File: config.mk
export PLATFORM = sky130hd
export DESIGN_NAME = mux_n_1_scan_v
export DESIGN_NICKNAME = d
export VERILOG_FILES = /design/src/rtl/mux_n_1_scan_v_pkg.sv /design/src/rtl/mux_n_1_scan_v_w.sv /design/src/rtl/mux_n_1_scan_v.sv
export SDC_FILE = /design/constraint.sdc
export NUM_CORES = 1
export LEC_CHECK = 0
export CAP_MARGIN = 20
export CORE_MARGIN = 2
export CORE_UTILIZATION = 40
export CTS_CLUSTER_DIAMETER = 80
export DETAILED_ROUTE_END_ITERATION = 8
export PLACE_DENSITY = 0.9
export SLEW_MARGIN = 20
export SYNTH_ARGS = -nofsm -noshare
export SYNTH_HDL_FRONTEND = slang
export SYNTH_HIERARCHICAL = 1
export SYNTH_SLANG_ARGS = --single-unit
File: constraint.sdc
create_clock -name i_clk -period 6.9 [get_ports i_clk]
set_input_delay 1.38 -clock i_clk [delete_from_list [all_inputs] [get_ports i_clk]]
set_output_delay 1.38 -clock i_clk [all_outputs]
set_load 0.1 [all_outputs]
File: src/rtl/mux_n_1_scan_v_pkg.sv
// mux_n_1_scan_v_pkg: shared FSM states, mode constants and select-width helper
package mux_n_1_scan_v_pkg;

   typedef enum logic [1:0] {
      ST_IDLE  = 2'd0,
      ST_SCAN  = 2'd1,
      ST_DRAIN = 2'd2
   } state_t;

   localparam logic MODE_DIRECT = 1'b0;
   localparam logic MODE_SCAN   = 1'b1;

   function automatic int sel_w(input int n);
      return (n > 1) ? $clog2(n) : 1;
   endfunction

endpackage

File: src/rtl/mux_n_1_scan_v_w.sv
// mux_n_1_scan_v_w: combinational N:1 W-bit selector built as a binary tree, out-of-range select gives 0
module mux_n_1_scan_v_w
   import mux_n_1_scan_v_pkg::*;
#(
   parameter int W = 8,
   parameter int N = 8,
   localparam int SEL_W = sel_w(N)
) (
   input  logic [N*W-1:0]   i_data,
   input  logic [SEL_W-1:0] i_sel,
   output logic [W-1:0]     o_data
);

   localparam int P = 1 << SEL_W;

   logic [W-1:0] node [2*P-1];

   genvar k, n;

   for (k = 0; k < P; k++) begin : g_leaf
      if (k < N) begin : g_ch
         assign node[P-1+k] = i_data[k*W +: W];
      end else begin : g_pad
         assign node[P-1+k] = '0;
      end
   end

   for (n = 0; n < P-1; n++) begin : g_node
      localparam int B = SEL_W - $clog2(n + 2);
      assign node[n] = i_sel[B] ? node[2*n+2] : node[2*n+1];
   end

   assign o_data = node[0];

endmodule

File: src/rtl/mux_n_1_scan_v.sv
// mux_n_1_scan_v: registered N:1 mux with valid/ready output, direct and scan modes
module mux_n_1_scan_v
   import mux_n_1_scan_v_pkg::*;
#(
   parameter int W = 8,
   parameter int N = 8,
   localparam int SEL_W = sel_w(N)
) (
   input  logic             i_clk,
   input  logic             i_rst_n,
   input  logic             i_en,
   input  logic             i_mode,
   input  logic             i_start,
   input  logic [SEL_W-1:0] i_sel,
   input  logic [N*W-1:0]   i_data,
   input  logic             i_ready,
   output logic [W-1:0]     o_data,
   output logic [SEL_W-1:0] o_ch,
   output logic             o_valid,
   output logic             o_busy,
   output logic             o_done
);

   state_t           state_q, state_d;
   logic [SEL_W-1:0] ptr_q, ptr_d, ch_q, ch_d, sel;
   logic [W-1:0]     data_q, data_d, mux_out;
   logic             valid_q, valid_d, done_q, done_d;
   logic             xfer, load, last;

   mux_n_1_scan_v_w #(.W(W), .N(N)) u_sel (
      .i_data (i_data),
      .i_sel  (sel),
      .o_data (mux_out)
   );

   // next-state: FSM, scan pointer and output slot with handshake
   always_comb begin
      xfer    = valid_q & i_ready;
      load    = i_en & (!valid_q | i_ready);
      last    = ptr_q == SEL_W'(N - 1);
      sel     = (state_q == ST_SCAN) ? ptr_q : i_sel;
      state_d = state_q;
      ptr_d   = ptr_q;
      data_d  = data_q;
      ch_d    = ch_q;
      valid_d = valid_q & !xfer;
      done_d  = 1'b0;
      case (state_q)
         ST_IDLE: begin
            if (i_mode == MODE_SCAN) begin
               if (i_start) begin
                  state_d = ST_SCAN;
                  ptr_d   = '0;
               end
            end else if (load) begin
               data_d  = mux_out;
               ch_d    = sel;
               valid_d = 1'b1;
            end
         end
         ST_SCAN: begin
            if (load) begin
               data_d  = mux_out;
               ch_d    = sel;
               valid_d = 1'b1;
               state_d = last ? ST_DRAIN : ST_SCAN;
               ptr_d   = last ? ptr_q : ptr_q + 1'b1;
            end
         end
         ST_DRAIN: begin
            if (xfer) begin
               state_d = ST_IDLE;
               ptr_d   = '0;
               done_d  = 1'b1;
            end
         end
         default: state_d = ST_IDLE;
      endcase
   end

   // state registers with synchronous active-low reset
   always_ff @(posedge i_clk) begin
      if (!i_rst_n) begin
         state_q <= ST_IDLE;
         ptr_q   <= '0;
         data_q  <= '0;
         ch_q    <= '0;
         valid_q <= 1'b0;
         done_q  <= 1'b0;
      end else begin
         state_q <= state_d;
         ptr_q   <= ptr_d;
         data_q  <= data_d;
         ch_q    <= ch_d;
         valid_q <= valid_d;
         done_q  <= done_d;
      end
   end

   assign o_data  = data_q;
   assign o_ch    = ch_q;
   assign o_valid = valid_q;
   assign o_done  = done_q;
   assign o_busy  = state_q != ST_IDLE;

endmodule

==> run metrics <==
status complete, no violations; synthesis-stage register bit count 18; via count 1476; Critical Path Sink Type primary output; Required @ worst endpoint 5520 ps; ANT nets after route 0; Max clock buf depth 2; router iterations before antenna repair 4; Hold Path Class reg2reg; synthesis-to-finish area growth 60.4%; total CTS buffers 3; headroom to the max-slew limit 0.332; Cells after DPL 247; Max VDD drop 0.0000655 V; CTS H-tree depth 1; Ports 87; largest net degree at the start of global routing 18; later-pin clock latency in the skew report 300 ps; Multi-input gate area 990 µm²; clk_skew 4.14 ps; die extent in y 64.1 µm; Distinct cells, synth 34; antenna violations before repair 0; crit path DAT 2050 ps; peak fanout along the critical path 9; final non-filler cell total 252; Worst Tran Pin Value 998 ps; min Tclk post-route 3430 ps; HPWL after DPL 3430 µm; layout cells sized above 1 0.0922; number of port buffers 86; die extent in x 64.1 µm; area leader, netlist mux4_1; Worst-path clk slew 120 ps; CTS sink cnt 18; Seq. cell area 360 µm²; Max Slew Vio Count 0; YS warnings 6; PwrDens 147 nW/µm²; vias per inst 5.86; post-cts hold buffer count 0; # DRC 0; DR WL/cell 17.0 µm; final setup vio count 0; RD Place Congestion 0.745; CTS resizes 0; Die Area 4100 µm²; GRT overflow 0; Root Buffer clkbuf_4; setup_tns 0 ps; Final Core Density 0.683; commonest cells in the netlist dfxtp_1, mux4_1, a21oi_1; FMAX 291 MHz; RSZ-0062 raised after global routing false; Mapped Cells 129; Area contributors post-synth mux4_1, dfxtp_1, mux2_2; Max Cap Viol 0; top cell type's share of synthesized area 0.273; post-synthesis cell area 1440 µm²; crit path kind reg2out; syn_nets 204; Synth Flop Type dfxtp_1; number of DRC markers in iteration 0 65; most instantiated library cell after synthesis dfxtp_1; core area 3390 µm²; CTS tree built; ys async rst share 0; synthesized area per cell 11.2 µm²; Fill cells 238; vias in the first global route 1490; Final Cycle Share 0.498; Seq/Total Area, Yosys 0.250; Initial Util 0.426; Post-synth EDFFs 0; GRT Util Overall 0.222; Hold Fails Final Rpt 0; first-pass GRT wire length 7090 µm; final WL 4270 µm; number of inserted diodes 0; Critical Path Start Type register; Post CTS Setup Buffer Count 0; layout net count 282; Placement Rows 21; leakage 0.871 nW
## power breakdown
group / internal (mW) / switching [mW] / leakage, nW / total (mW)
Combinational: 0.0781 / 0.0787 / 0.703 / 0.157
Sequential: 0.110 / 0.00450 / 0.147 / 0.115
Clock: 0.0322 / 0.0375 / 0.0210 / 0.0697
Total: 0.220 / 0.121 / 0.871 / 0.341
## worst paths after layout
check	end	depth (start not counted)	start	slack, ps
worst min-delay path	o_data[5]$_SDFFE_PN0P_	2	o_data[5]$_SDFFE_PN0P_	480
worst max register to register	o_data[5]$_SDFFE_PN0P_	6	state_q[1]$_SDFFE_PN0P_	4390
worst min register to register	o_data[5]$_SDFFE_PN0P_	2	o_data[5]$_SDFFE_PN0P_	480
worst max-delay path	o_busy	2	state_q[0]$_SDFFE_PN0P_	3470
## flip-flops by register name, summed over array words and instances, names as in the netlist
signal / count
o_data: 8
o_ch: 3
ptr_q: 3
state_q: 2
o_done: 1
o_valid: 1
## area by class of cell
class,instances,area share
tap,46,0.0249
multi-input combinational,96,0.428
timing repair buffer,87,0.374
inverter,1,0.00162
sequential,18,0.156
clock buffer,4,0.0157
## layout by cell type (no fill, tap or decap), drive strengths merged, types with 3 or more instances in the layout
| cell type | instances |
|---|---|
| o31ai | 10 |
| clkdlybuf4s50 | 86 |
| a31o | 3 |
| nand4 | 8 |
| o211a | 3 |
| clkbuf | 4 |
| a21oi | 11 |
| mux2 | 11 |
| mux4 | 16 |
| or4 | 3 |
| nand2b | 5 |
| dfxtp | 18 |
| nand2 | 7 |
## kinds of logic (layout without fill, tap and decap cells)
family,count (synthesis),in the layout,synth area share
simple gates,36,36,0.147
mux,27,27,0.375
fa+ha+maj,2,2,0.0173
buf+inv,15,92,0.0642
flops,18,18,0.250
compound gates,31,31,0.147
## layer usage
layer  up-vias  track usage  share of wire
li1        685            -              -
met1       711        0.275           0.39
met2        74        0.395           0.52
met3         6       0.0352          0.075
met4         0       0.0679          0.015
met5         -            0              0
## metrics by stage
step	setup slack (ps)	total power, mW	area, µm²	hold WS, ps
3_3_place_gp	3440	0.270	2270	455
6_report	3470	0.341	2310	481
5_1_grt	3380	0.355	2310	500
3_5_place_dp	3400	0.273	2270	467
2_1_floorplan	4040	0.216	1440	448
4_1_cts	3460	0.340	2310	482
## critical path: stages (launching register included)
cell and delay, ps:
dfxtp_1 470, or2_2 160, clkdlybuf4s50_1 1120
Note: power is estimated with default switching activity, not from simulation.
